[src/rtl/io_uart_port.sv]
// io_uart_port: UART responder on the CPU I/O bus.
//   OUT to BASE_PORT+0 pushes a byte into the TX FIFO.
//   OUT to BASE_PORT+1 issues a command: b0 clears rx_valid, b1 clears overrun and ferr.
//   OUT to BASE_PORT+2 writes ctrl: b0 enables the rx irq, b1 enables the tx-empty irq.
//   IN reads rx_data, status {2'b0, ferr, overrun, rx_valid, tx_busy, fifo_empty, fifo_full}
//   or ctrl. Any other port reads 8'h00.
// Ports:
//   clk, rst          clock; asynchronous active-high reset
//   port_id           I/O address from the CPU
//   out_port, io_strb write data and one-cycle write strobe
//   in_port           combinational read data
//   uart_rx, uart_tx  8N1 serial lines, both idle high
//   irq               one-cycle interrupt pulse
module io_uart_port #(
    parameter logic [7:0] BASE_PORT    = 8'h40,
    parameter int          CLKS_PER_BIT = 868,
    parameter int          FIFO_DEPTH   = 8
) (
    input  logic       clk,
    input  logic       rst,
    input  logic [7:0] port_id,
    input  logic [7:0] out_port,
    input  logic       io_strb,
    output logic [7:0] in_port,
    input  logic       uart_rx,
    output logic       uart_tx,
    output logic       irq
);
    localparam int AW = $clog2(FIFO_DEPTH);
    localparam int CW = $clog2(CLKS_PER_BIT);
    localparam logic [CW-1:0] BIT_LAST  = CW'(CLKS_PER_BIT - 1);
    localparam logic [CW-1:0] HALF_LAST = CW'(CLKS_PER_BIT / 2 - 1);
    localparam logic [7:0] PORT_DATA = BASE_PORT;
    localparam logic [7:0] PORT_STAT = BASE_PORT + 8'd1;
    localparam logic [7:0] PORT_CTRL = BASE_PORT + 8'd2;

    typedef enum logic [1:0] {S_IDLE, S_START, S_DATA, S_STOP} state_t;

    // Bus decode
    logic wr_data, wr_cmd, wr_ctrl;
    assign wr_data = io_strb && (port_id == PORT_DATA);
    assign wr_cmd  = io_strb && (port_id == PORT_STAT);
    assign wr_ctrl = io_strb && (port_id == PORT_CTRL);

    // TX FIFO: pointers carry one extra wrap bit to tell full from empty
    logic [7:0]  mem [FIFO_DEPTH];
    logic [AW:0] wr_ptr, rd_ptr;
    logic        fifo_empty, fifo_full, tx_pop, push_ok, tx_drop;

    assign fifo_empty = (wr_ptr == rd_ptr);
    assign fifo_full  = (wr_ptr[AW] != rd_ptr[AW]) && (wr_ptr[AW-1:0] == rd_ptr[AW-1:0]);

    // TX state
    state_t        tx_st;
    logic [CW-1:0] tx_cnt;
    logic [2:0]    tx_bit;
    logic [7:0]    tx_sh;
    logic          tx_end, tx_busy;

    assign tx_end  = (tx_cnt == BIT_LAST);
    assign tx_busy = (tx_st != S_IDLE);
    assign tx_pop  = ((tx_st == S_IDLE) || ((tx_st == S_STOP) && tx_end)) && !fifo_empty;
    // A pop on the same edge frees a slot, so a push into a full FIFO still lands
    assign push_ok = wr_data && (!fifo_full || tx_pop);
    assign tx_drop = wr_data && fifo_full && !tx_pop;

    always_ff @(posedge clk) begin
        if (push_ok) mem[wr_ptr[AW-1:0]] <= out_port;
    end

    always_ff @(posedge clk or posedge rst) begin
        if (rst) begin
            wr_ptr  <= '0;
            rd_ptr  <= '0;
            tx_st   <= S_IDLE;
            tx_cnt  <= '0;
            tx_bit  <= '0;
            tx_sh   <= '0;
            uart_tx <= 1'b1;
        end else begin
            if (push_ok) wr_ptr <= wr_ptr + 1'b1;
            if (tx_pop)  rd_ptr <= rd_ptr + 1'b1;
            case (tx_st)
                S_IDLE: begin
                    if (tx_pop) begin
                        tx_sh   <= mem[rd_ptr[AW-1:0]];
                        tx_cnt  <= '0;
                        uart_tx <= 1'b0;
                        tx_st   <= S_START;
                    end
                end
                S_START: begin
                    if (tx_end) begin
                        tx_cnt  <= '0;
                        tx_bit  <= '0;
                        uart_tx <= tx_sh[0];
                        tx_st   <= S_DATA;
                    end else begin
                        tx_cnt <= tx_cnt + 1'b1;
                    end
                end
                S_DATA: begin
                    if (tx_end) begin
                        tx_cnt <= '0;
                        if (tx_bit == 3'd7) begin
                            uart_tx <= 1'b1;
                            tx_st   <= S_STOP;
                        end else begin
                            tx_bit  <= tx_bit + 1'b1;
                            tx_sh   <= {1'b0, tx_sh[7:1]};
                            uart_tx <= tx_sh[1];
                        end
                    end else begin
                        tx_cnt <= tx_cnt + 1'b1;
                    end
                end
                default: begin
                    if (tx_end) begin
                        tx_cnt <= '0;
                        // Chain straight into the next start bit when more data is queued
                        if (tx_pop) begin
                            tx_sh   <= mem[rd_ptr[AW-1:0]];
                            uart_tx <= 1'b0;
                            tx_st   <= S_START;
                        end else begin
                            tx_st <= S_IDLE;
                        end
                    end else begin
                        tx_cnt <= tx_cnt + 1'b1;
                    end
                end
            endcase
        end
    end

    // RX: 2-flop synchronizer, falling-edge start detect, mid-bit sampling
    logic [1:0]    rx_sync;
    logic          rx_s, rx_prev;
    state_t        rx_st;
    logic [CW-1:0] rx_cnt;
    logic [2:0]    rx_bit;
    logic [7:0]    rx_sh;
    logic          rx_done;

    assign rx_s    = rx_sync[1];
    assign rx_done = (rx_st == S_STOP) && (rx_cnt == BIT_LAST);

    always_ff @(posedge clk or posedge rst) begin
        if (rst) begin
            rx_sync <= 2'b11;
            rx_prev <= 1'b1;
            rx_st   <= S_IDLE;
            rx_cnt  <= '0;
            rx_bit  <= '0;
            rx_sh   <= '0;
        end else begin
            rx_sync <= {rx_sync[0], uart_rx};
            rx_prev <= rx_s;
            case (rx_st)
                S_IDLE: begin
                    if (rx_prev && !rx_s) begin
                        rx_cnt <= '0;
                        rx_st  <= S_START;
                    end
                end
                S_START: begin
                    if (rx_cnt == HALF_LAST) begin
                        rx_cnt <= '0;
                        rx_bit <= '0;
                        rx_st  <= rx_s ? S_IDLE : S_DATA;
                    end else begin
                        rx_cnt <= rx_cnt + 1'b1;
                    end
                end
                S_DATA: begin
                    if (rx_cnt == BIT_LAST) begin
                        rx_cnt <= '0;
                        rx_sh  <= {rx_s, rx_sh[7:1]};
                        if (rx_bit == 3'd7) rx_st <= S_STOP;
                        else                rx_bit <= rx_bit + 1'b1;
                    end else begin
                        rx_cnt <= rx_cnt + 1'b1;
                    end
                end
                default: begin
                    if (rx_done) begin
                        rx_cnt <= '0;
                        rx_st  <= S_IDLE;
                    end else begin
                        rx_cnt <= rx_cnt + 1'b1;
                    end
                end
            endcase
        end
    end

    // Flags, control and interrupt
    logic [7:0] ctrl, rx_data;
    logic       rx_valid, overrun, ferr, cond, cond_q;

    assign cond = (ctrl[0] && rx_valid) || (ctrl[1] && fifo_empty && !tx_busy);

    always_ff @(posedge clk or posedge rst) begin
        if (rst) begin
            ctrl     <= '0;
            rx_data  <= '0;
            rx_valid <= 1'b0;
            overrun  <= 1'b0;
            ferr     <= 1'b0;
            cond_q   <= 1'b0;
            irq      <= 1'b0;
        end else begin
            if (wr_ctrl) ctrl <= out_port;
            if (wr_cmd && out_port[0]) rx_valid <= 1'b0;
            if (wr_cmd && out_port[1]) begin
                overrun <= 1'b0;
                ferr    <= 1'b0;
            end
            if (tx_drop) overrun <= 1'b1;
            // Placed after the command clears so a new byte wins on a shared edge
            if (rx_done) begin
                rx_data  <= rx_sh;
                rx_valid <= 1'b1;
                ferr     <= !rx_s;
                if (rx_valid) overrun <= 1'b1;
            end
            cond_q <= cond;
            irq    <= cond && !cond_q;
        end
    end

    always_comb begin
        in_port = 8'h00;
        if (port_id == PORT_DATA)      in_port = rx_data;
        else if (port_id == PORT_STAT) in_port = {2'b00, ferr, overrun, rx_valid, tx_busy, fifo_empty, fifo_full};
        else if (port_id == PORT_CTRL) in_port = ctrl;
    end
endmodule

[config.mk]
export PLATFORM = sky130hd
export DESIGN_NAME = io_uart_port
export DESIGN_NICKNAME = d
export VERILOG_FILES = /design/src/rtl/io_uart_port.sv
export SDC_FILE = /design/constraint.sdc
export NUM_CORES = 1
export LEC_CHECK = 0
export CORE_MARGIN = 2
export CORE_UTILIZATION = 55
export CTS_CLUSTER_DIAMETER = 50
export DETAILED_ROUTE_END_ITERATION = 12
export PLACE_DENSITY = 0.74
export SYNTH_ARGS = -nofsm -noshare
export SYNTH_HDL_FRONTEND = slang
export SYNTH_SLANG_ARGS = --single-unit
[constraint.sdc]
create_clock -name clk -period 6.4 [get_ports clk]
set_input_delay 1.28 -clock clk [delete_from_list [all_inputs] [get_ports clk]]
set_output_delay 1.28 -clock clk [all_outputs]
set_load 0.01 [all_outputs]
Yosys cells after proc, flatten, opt, wreduce, memory -nomap -nowiden
Memories as Yosys holds them, arrays and structs flattened.
Index checks and enable logic that the tools add are counted.
{ "totals": {"output_inout_bits": 10, "inputBits": 20, "ram_bits": 64, "mem_count": 1, "regBits": 79} }
{ "memory_table": {"columns": ["name", "words", "word_bits", "rd", "rd_ports_with_merged_regs", "wr", "line", "text"], "rows": [
  ["mem", 8, 8, 1, 0, 1, "46", "logic [7:0] mem [FIFO_DEPTH];"]
]} }
{ "op_classes": {"n_addsub": 6, "mux": 54, "reduce_logical": 42, "eq_ne": 27, "bitwise_logic": 1} }
{ "op_table": {"columns": ["operator", "n"], "rows": [
  ["2-to-1 mux 10 bit", 7],
  ["2-to-1 mux 8 bit", 7],
  ["case mux 10 bit (3 select lines)", 1],
  ["== test 8 x 7 -> 1 bit (second input constant)", 3],
  ["case mux 8 bit (3 select lines)", 1],
  ["2-to-1 mux 2 bit", 11],
  ["adder 10 x 1 -> 10 bit (second input constant)", 2],
  ["== test 10 bit (second input constant)", 2],
  ["inequality test 2 bit (second input constant)", 10],
  ["2-to-1 mux 3 bit", 6],
  ["logical AND 1 bit", 17],
  ["2-to-1 mux 1 bit", 16],
  ["case mux 2 bit (3 select lines)", 2],
  ["case mux 3 bit (2 select lines)", 2],
  ["AND reduction 4 bit", 3],
  ["nonzero test 2 bit", 6],
  ["== test 10 x 9 -> 1 bit (second input constant)", 1],
  ["AND reduction 5 bit", 2],
  ["adder 4 x 1 -> 4 bit (second input constant)", 2],
  ["== test 2 bit (second input constant)", 4],
  ["adder 3 x 1 -> 3 bit (second input constant)", 2],
  ["== test 3 bit (second input constant)", 2],
  ["zero test 1 bit", 6],
  ["== test 2 x 1 -> 1 bit (second input constant)", 2],
  ["10 further kinds", 13]
]} }

Logic depth before layout (Yosys ltp)
{ "depth": {"word_depth": 9, "mapped_depth": 9} }

Worst setup path before layout
Ideal clock, no wire load.
{ "synth_path": {"path_type": "input to output", "startpoint": "input port port_id[0]", "endpoint": "output port in_port[2]", "arrival_time_ps": 2335, "path_stages": 6, "slack_ps": 2785, "cell_sequence": "clkbuf_1 > clkbuf_1 > nor2_1 > a211oi_1 > a21oi_1 > nor2_1"} }
{ "synth_via": {"elab_chain_len": 4} }
{ "synth_rtl": {"columns": ["element", "line", "text"], "rows": [
  ["from (decl)", "21", "input logic [7:0] port_id,"],
  ["== test 8 x 7 -> 1 bit", "236", "else if (port_id == PORT_CTRL) in_port = ctrl;"],
  ["2-to-1 mux 8 bit", "236", null],
  ["2-to-1 mux 8 bit", "235", "else if (port_id == PORT_STAT) in_port = {2'b00, ferr, overrun, rx_valid, tx_busy, fifo_empty, fifo_full};"],
  ["2-to-1 mux 8 bit *", "234", "if (port_id == PORT_DATA) in_port = rx_data;"],
  ["to (decl)", "24", "output logic [7:0] in_port,"]
]} }
Mark *: on every way between the ends. The rest lies on a longest branch, timed or not.

Final worst setup path
{ "layout_path": {"startpoint": "input port port_id[0]", "endpoint": "output port in_port[3]"} }
Same word-level chain as after synthesis.

==> impl_metrics.yaml <==
cells_and_area:
  area_delta_synth_final_pct: 15.5
  layout-drive-gt1-share: 0.205
  nNetsFinal: 554
  fin_util: 0.657
  stdcell_count: 676
  num_antenna_cells: 0
pwr:
  ir_worst_vdd_mv: 0.297
  p_per_area_nw_per_um2: 381
  finalPower_mw: 2.88
  leakagePower_nw: 2.99
clock_tree:
  cts-root-buf: "clkbuf_16"
  clk_latency_ps: 430
  cts_tree: "done"
  cts_buffers: 17
  post_cts_resized: 0
  clockBufferDepth: 2
  clk_pin_slew_ps: 60
  ctsHoldBuffers: 0
  post_cts_buffers: 0
  cts_sinks: 143
  h-tree-depth: 4
logic_synthesis:
  synthTopCellsByCount: "75 x dfrtp_1, 64 x edfxtp_1, 33 x mux2_2, 32 x nor2_1, 30 x nand2_1"
  synth_top_area_cell: "edfxtp_1"
  synth_top_flop_cell: "dfrtp_1"
  synth.area.top_cells: "edfxtp_1 29%, dfrtp_1 29%, mux2_2 5.7%"
  synth_nets: 522
  syn_inst: 488
  avgSynthCellArea_um2: 13.4
  synth_top_area_share: 0.293
  synth_cell_types: 64
  syn_area_um2: 6550
  ys_seq_area_frac: 0.596
  yosysWarnings: 0
  synth-edff-count: 64
  synthArstFlopShare: 0.552
  synth_most_common_cell: "dfrtp_1"
  ys_seq_elements: 143
floorplanning:
  die_x_um: 113
  io_pins: 30
  fp-row-count: 39
  core_region_area_um2: 11500
  die-area_um2: 12800
  initial_core_util: 0.569
  die_h_um: 113
routing:
  drc_errors: 0
  routed_wl_um: 12600
  post_drt_wl_per_cell_um: 18.6
  firstDrtPassIters: 4
  routed_via_density: 5.98
  ant_nets: 0
  dr_total_vias: 4044
  first_iter_violations: 318
placed_design:
  place_congestion: 0.794
  placed_cells: 644
  place_hpwl_um: 8280
  io_buffers: 29
critical_path:
  r2r_start: "rd_ptr[1]"
  critPathArrivalTime_ps: 3450
  crit_fanout: 14
  r2r_setup_slack_ps: 3040
  end_kind: "output pin"
  rr_endpoint: "mem[4][0]"
  crit_path_start_kind: "input port"
  crit_type: "in2out"
  required_ps: 5120
  r2r_cells: 6
timing:
  grt_setup_unrepaired: "false"
  fin_worst_skew_ps: 12.3
  finalCriticalPeriod_ps: 4730
  slew-limit-headroom: 0.347
  setup_tns_ps: 0
  fmax_ghz: 0.211
  whs_ps: 355
  setup_viol: 0
  worst_pin_slew_ps: 979
  finalHoldViolations: 0
  finalMaxSlewViolations: 0
  min_period_over_period: 0.740
min_path:
  min_path_type: "reg2reg"
  whs_endpoint: "rx_sync[1]"
  worstHoldStart: "rx_sync[0]"
  hold_depth: 0
grt:
  grtUsageTotal: 0.215
  grt_pass1_vias: 4060
  grt_max_degree: 80
  antenna_found_initial: 0
  gr-total-overflow: 0
  grt_pass1_wl_um: 20700
flow_run:
  cap_violations: 0
run_status:
  status: "finished, final reports clean"
==> kinds of logic after synthesis <==
logic type                 after synthesis  share of synthesized area
and+or+nand+nor                        147                      0.124
buffers and inverters                   35                     0.0265
adders and majority gates               14                     0.0267
AOI/OAI and AO/OA                       66                     0.0649
DFF                                    143                      0.596
xor gates and xnor gates                18                     0.0241
muxes                                   65                      0.138
==> how the worst max path moves through the flow <==
stage                     startpoint          to
after floorplan           port_id[0]  in_port[2]
after global placement    port_id[0]  in_port[2]
after detailed placement  port_id[0]  in_port[3]
after CTS                 port_id[0]  in_port[3]
after global routing      port_id[0]  in_port[3]
final                     port_id[0]  in_port[3]
==> layer usage <==
metal,track usage,wire length (um),vias up
li1,-,-,1898
met1,0.292,5720,2031
met2,0.330,5950,100
met3,0.0691,714,15
met4,0.0740,180,0
met5,0,0,-
==> power breakdown <==
group	switching, mW	internal, mW
clock	0.392	0.628
combinational	0.355	0.333
sequential	0.125	1.05
total	0.872	2.01
==> sequential cells by signal (all words and copies together), names as in the netlist <==
| signal | count |
|---|---|
| mem | 64 |
| ferr | 1 |
| rx_data | 8 |
| rx_sync | 2 |
| irq | 1 |
| rx_sh | 8 |
| rx_prev | 1 |
| tx_st | 2 |
| rd_ptr | 4 |
| rx_bit | 3 |
| uart_tx | 1 |
| tx_cnt | 10 |
| tx_sh | 8 |
| rx_valid | 1 |
| rx_cnt | 10 |
| tx_bit | 3 |
| wr_ptr | 4 |
| cond_q | 1 |
| ctrl | 8 |
| overrun | 1 |
| rx_st | 2 |
==> worst max-delay path: stages <==
cell and delay (ps):
clkdlybuf4s50_1 710, nor2b_1 520, a21oi_1 130, nor2_1 220, clkdlybuf4s50_1 590
==> stage by stage <==
| step | cell area (um2) | setup slack (ps) |
|---|---|---|
| global route | 7560 | 1530 |
| detailed placement | 6950 | 1720 |
| floorplan | 6550 | 2780 |
| CTS | 7560 | 1720 |
| finish | 7560 | 1670 |
| global placement | 6950 | 1780 |
==> cell type report <==
| cell class | instances | area [um2] |
|---|---|---|
| Fill cell | 839 | 3950 |
| Sequential cell | 143 | 3900 |
| Timing Repair Buffer | 36 | 343 |
| Tap cell | 143 | 179 |
| Inverter | 12 | 46.3 |
| Clock buffer | 18 | 439 |
| Clock inverter | 14 | 176 |
| Multi-Input combinational cell | 310 | 2480 |
==> cell usage in the layout, fill, tap and decap left out, types with 3 or more instances in the layout <==
cell type	instances
nor3b_1	4
o21ai_0	23
buf_4	7
clkbuf_16	17
dfrtp_1	75
nor3_1	21
o22ai_1	6
nand3_1	4
xor2_1	7
xnor2_1	11
bufinv_16	3
ha_1	14
and3_1	6
nand4_1	9
clkinvlp_4	4
mux4_2	16
edfxtp_1	64
nor2b_1	6
inv_1	11
inv_6	5
mux2_2	33
nor2_1	32
nor4_1	10
mux2i_1	14
dfstp_2	4
a21oi_1	11
clkdlybuf4s50_1	29
and2_1	4
nand2_1	30
nand2b_1	3
a211oi_1	3
Note: power is estimated with default switching activity, not from simulation.
